### src/rtl/avg_sched_pkg.sv
`default_nettype none
// ============================================================================
// Module   : avg_sched_pkg
// Purpose  : Shared state encoding and default widths for averager_scheduler.
// Revision : 1.0 - initial release
// ============================================================================
package avg_sched_pkg;

    localparam int c_DEF_SLOW_COUNT_WIDTH = 19;
    localparam int c_DEF_RUN_COUNT_WIDTH  = 16;
    localparam int c_DEF_TIMEOUT_WIDTH    = 32;

    typedef enum logic [1:0] {
        ST_IDLE       = 2'd0,
        ST_ARM        = 2'd1,
        ST_WAIT_READY = 2'd2,
        ST_DONE       = 2'd3
    } state_t;

endpackage
`default_nettype wire

### src/rtl/avg_sched_watchdog.sv
`default_nettype none
// ============================================================================
// Module   : avg_sched_watchdog
// Purpose  : Cycle counter that flags expiry when it reaches a non-zero limit.
// Revision : 1.0 - initial release
// ============================================================================
module avg_sched_watchdog #(
    parameter int WIDTH = 32
) (
    input  logic             clk,
    input  logic             rst,
    input  logic             clear,
    input  logic             enable,
    input  logic [WIDTH-1:0] limit,
    output logic             expired
);

    logic [WIDTH-1:0] r_count;

    always_ff @(posedge clk or posedge rst) begin
        if (rst) begin
            r_count <= '0;
        end else if (clear) begin
            r_count <= '0;
        end else if (enable) begin
            r_count <= r_count + WIDTH'(1);
        end
    end

    // A zero limit disables the watchdog entirely.
    assign expired = (limit != '0) && (r_count == limit);

endmodule
`default_nettype wire

### src/rtl/averager_scheduler.sv
`default_nettype none
// ============================================================================
// Module   : averager_scheduler
// Purpose  : Sequences averager_counter through N back-to-back runs per start
//            and reports per-run and batch completion.
// Options  : AVG_SCHED_TIMEOUT_EN adds the watchdog, timeout_cycles and error.
// Revision : 1.0 - initial release
// ============================================================================
module averager_scheduler
    import avg_sched_pkg::*;
#(
    parameter int SLOW_COUNT_WIDTH = c_DEF_SLOW_COUNT_WIDTH,
    parameter int RUN_COUNT_WIDTH  = c_DEF_RUN_COUNT_WIDTH,
    parameter int TIMEOUT_WIDTH    = c_DEF_TIMEOUT_WIDTH
) (
    input  logic                        clk,
    input  logic                        rst,
    input  logic                        start,
    input  logic                        abort,
    input  logic [RUN_COUNT_WIDTH-1:0]  n_runs,
    input  logic                        avg_ready,
    input  logic [SLOW_COUNT_WIDTH-1:0] avg_n_avg,
    output logic                        avg_restart,
    output logic                        avg_clken,
    output logic                        busy,
    output logic [RUN_COUNT_WIDTH-1:0]  run_count,
    output logic [SLOW_COUNT_WIDTH-1:0] last_n_avg,
    output logic                        run_done,
    output logic                        done,
`ifdef AVG_SCHED_TIMEOUT_EN
    input  logic [TIMEOUT_WIDTH-1:0]    timeout_cycles,
`endif
    output logic                        error
);

    state_t                      r_state;
    state_t                      w_next_state;
    logic [RUN_COUNT_WIDTH-1:0]  r_n_runs;
    logic [RUN_COUNT_WIDTH-1:0]  r_run_count;
    logic [RUN_COUNT_WIDTH-1:0]  w_count_inc;
    logic [SLOW_COUNT_WIDTH-1:0] r_last_n_avg;
    logic                        r_busy;
    logic                        r_avg_restart;
    logic                        r_run_done;
    logic                        r_done;
    logic                        w_accept;
    logic                        w_run_end;
    logic                        w_last_run;
    logic                        w_expired;

    assign w_count_inc = r_run_count + RUN_COUNT_WIDTH'(1);
    // A latched n_runs of zero means continuous mode, so the wrap to zero never ends it.
    assign w_last_run  = (r_n_runs != '0) && (w_count_inc == r_n_runs);

    always_ff @(posedge clk or posedge rst) begin
        if (rst) begin
            r_state <= ST_IDLE;
        end else begin
            r_state <= w_next_state;
        end
    end

    always_comb begin
        w_next_state = r_state;
        w_accept     = 1'b0;
        w_run_end    = 1'b0;
        case (r_state)
            ST_IDLE: begin
                if (start && !abort) begin
                    w_accept     = 1'b1;
                    w_next_state = ST_ARM;
                end
            end
            ST_ARM: begin
                // ready is stale until it has fallen, so ARM never ends a run.
                if (abort || w_expired) begin
                    w_next_state = ST_IDLE;
                end else if (!avg_ready) begin
                    w_next_state = ST_WAIT_READY;
                end
            end
            ST_WAIT_READY: begin
                if (abort || w_expired) begin
                    w_next_state = ST_IDLE;
                end else if (avg_ready) begin
                    w_run_end    = 1'b1;
                    w_next_state = w_last_run ? ST_DONE : ST_ARM;
                end
            end
            ST_DONE: begin
                w_next_state = ST_IDLE;
            end
            default: begin
                w_next_state = ST_IDLE;
            end
        endcase
    end

    // Outputs are registered from the next state so they line up with the state register.
    always_ff @(posedge clk or posedge rst) begin
        if (rst) begin
            r_busy        <= 1'b0;
            r_avg_restart <= 1'b0;
            r_run_done    <= 1'b0;
            r_done        <= 1'b0;
            r_n_runs      <= '0;
            r_run_count   <= '0;
            r_last_n_avg  <= '0;
        end else begin
            r_busy        <= (w_next_state != ST_IDLE);
            r_avg_restart <= (w_next_state == ST_ARM);
            r_run_done    <= w_run_end;
            r_done        <= (r_state == ST_DONE) && !abort;
            if (w_accept) begin
                r_n_runs    <= n_runs;
                r_run_count <= '0;
            end
            if (w_run_end) begin
                r_last_n_avg <= avg_n_avg;
                r_run_count  <= w_count_inc;
            end
        end
    end

`ifdef AVG_SCHED_TIMEOUT_EN
    logic w_in_run_state;
    logic w_wd_clear;
    logic w_wd_expired;
    logic r_error;

    assign w_in_run_state = (r_state == ST_ARM) || (r_state == ST_WAIT_READY);
    assign w_wd_clear     = (w_next_state != r_state) &&
                            ((w_next_state == ST_ARM) || (w_next_state == ST_WAIT_READY));
    assign w_expired      = w_wd_expired && w_in_run_state;

    avg_sched_watchdog #(
        .WIDTH (TIMEOUT_WIDTH)
    ) u_watchdog (
        .clk     (clk),
        .rst     (rst),
        .clear   (w_wd_clear),
        .enable  (w_in_run_state),
        .limit   (timeout_cycles),
        .expired (w_wd_expired)
    );

    always_ff @(posedge clk or posedge rst) begin
        if (rst) begin
            r_error <= 1'b0;
        end else if (w_accept) begin
            r_error <= 1'b0;
        end else if (w_expired) begin
            r_error <= 1'b1;
        end
    end

    assign error = r_error;
`else
    assign w_expired = 1'b0;

    // Without the watchdog nothing can raise error.
    if (TIMEOUT_WIDTH > 0) begin : g_no_watchdog
        assign error = 1'b0;
    end else begin : g_no_watchdog_zero_width
        assign error = 1'b0;
    end
`endif

    assign avg_restart = r_avg_restart;
    assign avg_clken   = r_busy;
    assign busy        = r_busy;
    assign run_count   = r_run_count;
    assign last_n_avg  = r_last_n_avg;
    assign run_done    = r_run_done;
    assign done        = r_done;

endmodule
`default_nettype wire

### config.mk
export PLATFORM = sky130hd
export DESIGN_NAME = averager_scheduler
export DESIGN_NICKNAME = d
export VERILOG_FILES = /design/src/rtl/avg_sched_pkg.sv /design/src/rtl/avg_sched_watchdog.sv /design/src/rtl/averager_scheduler.sv
export SDC_FILE = /design/constraint.sdc
export NUM_CORES = 1
export LEC_CHECK = 0
export BUFFER_PORTS_ARGS = -buffer_cell sky130_fd_sc_hd__buf_2
export CORE_AREA = 2 2 145 90
export DETAILED_ROUTE_END_ITERATION = 7
export DIE_AREA = 0 0 147 92
export GPL_ROUTABILITY_DRIVEN = 0
export SLEW_MARGIN = 15
export SYNTH_ARGS = -nofsm -noshare
export SYNTH_HDL_FRONTEND = slang
export SYNTH_HIERARCHICAL = 1
export SYNTH_SLANG_ARGS = --single-unit
### constraint.sdc
create_clock -name clk -period 4.9 [get_ports clk]
set_input_delay 0.98 -clock clk [delete_from_list [all_inputs] [get_ports clk]]
set_output_delay 0.98 -clock clk [all_outputs]
set_load 0.05 [all_outputs]
======== After elaboration in Yosys (flattened, before gate mapping) ========
Index checks and enable logic that the tools add are counted.
Widths: inputs -> output; s select.
word-level totals
  logic and storage cells ................. 36
  input bits .............................. 40
  output and inout port bits .............. 41
  flip-flop bits (word level) ............. 57
cells by class
  mux-type cells .......................... 14
  equality and inequality tests ........... 5
  add/subtract/negate cells ............... 1
  reduce and logical (&&, ||, !) cells .... 8
operator list
  operator               number
  $mux 16                2
  $add 16x1->16 const B  1
  $eq 16x16->1           1
  $reduce_bool 16->1     1
  $mux 2                 6
  $pmux 2 s4             1
  $mux 1                 5
  $eq 2x1->1 const B     2
  $eq 2x2->1 const B     2
  $reduce_bool 2->1      2
  $logic_and 1x1->1      3
  $logic_not 2->1        1
  $logic_not 1->1        1

======== Depth between registers and ports, before layout ========
  depth in word-level cells ............... 8
  mapped depth ............................ 8
  mapped depth without buffers ............ 7

======== Least setup slack after synthesis ========
OpenSTA, ideal clock, no wires.
  kind .................................... register to register
  start point ............................. reg r_run_count[0], in the netlist run_count[0]
  end point ............................... reg r_avg_restart, in the netlist avg_restart
  path slack .............................. 2697 ps
  required time ........................... 4781 ps
  data arrival time ....................... 2084 ps
  stages on the path, launching flop included .. 9
  path through ............................ dfrtp_1 ha_1 buf_6 nand4_4 nor4_1 o21ai_1 a211oi_1 nand4_1 o21a_1
on the way
  word-level cells in the longest chain between the ends .. 8
RTL lines
  item                    RTL line                   text
  start, declared         averager_scheduler.sv:39   logic [RUN_COUNT_WIDTH-1:0] r_run_count;
  start signal, assigned  averager_scheduler.sv:120  r_run_count <= w_count_inc;
  $add 16x1->16           averager_scheduler.sv:51   assign w_count_inc = r_run_count + RUN_COUNT_WIDTH'(1);
  $eq 16x16->1            averager_scheduler.sv:53   assign w_last_run = (r_n_runs != '0) && (w_count_inc == r_n_runs);
  $logic_and 1x1->1       averager_scheduler.sv:53
  $mux 2                  averager_scheduler.sv:87   w_next_state = w_last_run ? ST_DONE : ST_ARM;
  $mux 2                  averager_scheduler.sv:85   end else if (avg_ready) begin
  $mux 2                  averager_scheduler.sv:83   if (abort || w_expired) begin
  $pmux 2 s4              averager_scheduler.sv:67   case (r_state)
  $eq 2x1->1              averager_scheduler.sv:111  r_avg_restart <= (w_next_state == ST_ARM);
  end signal, assigned    averager_scheduler.sv:111
  end, declared           averager_scheduler.sv:43   logic r_avg_restart;
No other way between the ends.
A chain may end at the register's enable or synchronous reset.

======== Worst setup path after layout ========
  start point ............................. in abort
  end point ............................... reg r_run_count[5], in the netlist run_count[5]
on the way
  word-level cells in the longest chain between the ends .. 5
  elaborated cells between the ends (all ways) .. 8
  classes of those cells .................. 5 x mux; 3 x reduce/logical
RTL lines
  item                         RTL line                  text
  start, declared              averager_scheduler.sv:19  input logic abort,
  $logic_not 1->1              averager_scheduler.sv:69  if (start && !abort) begin
  $logic_and 1x1->1            averager_scheduler.sv:69
  $mux 1                       averager_scheduler.sv:69
  $mux 1                       averager_scheduler.sv:67
  $reduce_bool 2->1 (no line)  -
Several ways; a longest one is shown, not always the timed one.

==> impl_results.md <==
* Final layout net count at ~420
* Setup violations, final at 0
* Hold crit path type: reg -> reg
* Detailed Route WL at 8244 microns
* Critical Path RT at roughly 5 ns
* Io pins at 81
* Initial Utilization at 24.09%
* Clock sinks at 57
* Synthesized Nets at 348
* Cts hold-fix bufs at 0
* CP Class: in -> reg
* Design Power at approximately 1.6 mW
* Largest stage delay, worst path at 0.63 ns
* Max Buffers Root-to-Sink at 2
* Yosys cell types at 48
* Worst IR Drop VDD at ~0.00018 V
* Port buffer count at 79
* N_diodes at 0
* Detail Route Antenna Nets at 0
* Num CTS Buffers at 9
* Die Y at 92 microns
* Ys Warns at 6
* Vias in the first global route at 2367
* Ranking of synthesized cells by area: dfrtp_1 48%, nand2_1 9.8%, mux2_2 6.0%
* RSZ-0062 raised after global routing: no
* Mapped Cells at 307
* Register area at roughly 0.0014 sq mm
* Chip width at 147 microns
* Critical Path Source Type: input port
* Sequential area share after synthesis at 47.70%
* Slew headroom at 51.64%
* Die area at 0.01352 sq mm
* Worst-Skew Late Latency at 0.32 ns
* Via density at 4.487
* Fin. Hold Viols at 0
* Arrival @ worst endpoint at 2.93 ns
* Crit path time final at 2.692 ns
* DR vias at 2468
* GRT Total Usage at 12.99%
* Clk_skew at between 0.004 and 0.005 ns
* CTS tree: done
* Area of the multi-input gates at 0.001405 sq mm
* Crit path buf inv count at 3
* Starting DRT DRC Count at 142
* Post-DP HPWL at between 6000 and 7000 microns
* Core area at 0.01241 sq mm
* First-pass GRT wire length at about 13000 microns
* Grt total ovfl at 0
* # DRC at 0
* Achievable Freq at 371.5 MHz
* Crit-path slowest cell: nor2_1
* Clk Tree Root Cell: clkbuf_16
* Status: finished clean
* CP top delay family: simple AND/OR/NAND/NOR gates
* Initial antenna violation count at 0
* Fillcell total at 1340
* Layout cells sized above 1 at 33.68%
* Part of the cycle the worst path needs at 54.93%
* Post-synth EDFFs at 0
* DR WL/cell at 14.99 microns
* Layout area overhead at 26.95%
* Post-synth ARST share at 100.0%
* #FFs+latches synth at 57
* Post-CTS Setup Inserts at 0
* Max-Cap Viols at 0
* Pins over their slew limit at 0
* Average size of a mapped cell at about 10 sq um
* Actual slew at the worst max-slew pin at around 0.73 ns
* Post-Syn Area at 0.002990 sq mm
* Placement Rows at 32
* Setup TNS at 0 ns
* Cell area after layout at 0.003796 sq mm
* Pwr dens at 434.4 mW/mm^2
* Top cell type's share of synthesized area at 47.70%
* Top_reg_cell synth: dfrtp_1
* Placed Instance Area at approximately 0.0035 sq mm
* H-tree depth at 3
* Static Leak at 1.824 nW
* Post-CTS Resized at 0
* First-pass iteration count of the detailed router at 4
* Dominant cell type by area after synthesis: dfrtp_1
* Critical path peak fanout at 42
* CP Cell Sequence: buf_2, nand4bb_2, buf_4, inv_2, nor2_1, a21oi_1, nand2b_1, o31ai_1
* Clk slew on worst S/H paths at ~0.05 ns
* Pin count of the biggest net entering global routing at 58
* Worst Setup End Kind: flop
==> synthesized netlist by cell type (2+ instances only) <==
cell	n
nor4_1	5
nor2b_1	2
a21oi_1	3
clkbuf_1	6
nand4_1	4
o21a_1	2
o21ai_1	4
buf_6	4
inv_1	3
buf_2	4
xnor2_1	13
a211oi_1	2
nand4_4	2
nand4b_1	2
nand2b_1	2
o31ai_1	5
buf_1	2
xor2_1	12
nand3_1	8
o22ai_1	4
nor3_1	4
nand2_1	78
mux2_2	16
a22oi_1	2
nor4_4	2
dfrtp_1	57
nor2_1	16
buf_4	8
o21ai_0	16
==> final timing paths <==
path,startpoint,endpoint,slack [ns],depth (start not counted)
setup / recovery,abort,run_count[5],2.21,8
hold / removal,last_n_avg[7],last_n_avg[7],0.47,2
setup reg to reg,run_count[0],avg_restart,2.32,7
hold reg to reg,last_n_avg[7],last_n_avg[7],0.47,2
max in group asynchronous,rst,r_n_runs[6],3.56,3
min in group asynchronous,rst,last_n_avg[1],0.85,3
==> power by group <==
group	internal [mW]	leakage [nW]	switching, mW
Combinational	0.116	0.932	0.256
Clock	0.454	0.151	0.218
Sequential	0.543	0.741	0.0609
==> metal layers <==
| layer | vias to the layer above | global-route usage [%] | routed length (microns) |
|---|---|---|---|
| li1 | 1189 | - | - |
| met1 | 1177 | 19.43 | 4026 |
| met2 | 94 | 16.90 | 3257 |
| met3 | 8 | 5.522 | 901 |
| met4 | 0 | 3.045 | 58 |
| met5 | - | 0 | 0 |
==> kinds of logic (layout without fill, tap and decap cells) <==
kind of cell	Yosys count	count (layout)	synth area share, %
DFF	57	57	47.70
and+or+nand+nor	135	135	23.35
xor gates and xnor gates	25	25	7.322
adders and majority gates	1	1	0.4183
other	1	1	0.1254
AOI/OAI and AO/OA	44	44	9.372
buffers and inverters	28	101	5.690
muxes	16	16	6.025
==> metrics by stage <==
step / util [%] / hold slack, ns / setup WS (ns) / std cells
finish: 30.58 / 0.4671 / 2.208 / 550
global route: 30.58 / 0.4918 / 1.990 / 550
CTS: 30.58 / 0.4712 / 2.220 / 550
detailed placement: 28.01 / 0.4582 / 1.864 / 535
global placement: 28.01 / 0.4543 / 1.856 / 535
floorplan: - / 0.5053 / 2.520 / 307
==> worst min-delay path, stage by stage, from the launching register on <==
cell and delay (ns):
dfrtp_1 0.33, nand2_1 0.05, nand2_1 0.05
==> cell type report <==
type	count	area share, %
clock buffers	10	6.295
clock inverters	5	2.109
inverters	4	0.3955
multi-input cells	222	37.01
flip-flops and latches	57	37.57
well taps	170	5.603
repair buffers	82	11.01
==> state kept, by name, summed over array words and instances (netlist names) <==
register     cells
last_n_avg      19
r_n_runs        16
run_count       16
r_state          2
avg_clken        1
avg_restart      1
done             1
run_done         1
==> layout by cell type (no fill, tap or decap), types with 2 or more instances in the layout <==
cell and count:
xor2_1 12, nand2b_1 2, nor2b_1 2, o31ai_1 5, dfrtp_1 57, mux2_2 16
clkbuf_16 9, a22oi_1 2, o21a_1 2, clkinvlp_4 2, a211oi_1 2, o21ai_1 4
a21oi_1 3, nand4_4 2, buf_4 3, bufinv_16 2, nand2_1 78, nor4_1 5
o21ai_0 16, xnor2_1 13, nand4b_1 2, buf_2 79, inv_2 2, nor2_1 16
inv_1 2, o22ai_1 4, nor3_1 4, nand4_1 4, nor4_4 2, nand3_1 8
No activity file was read; power rests on OpenSTA's default activity.
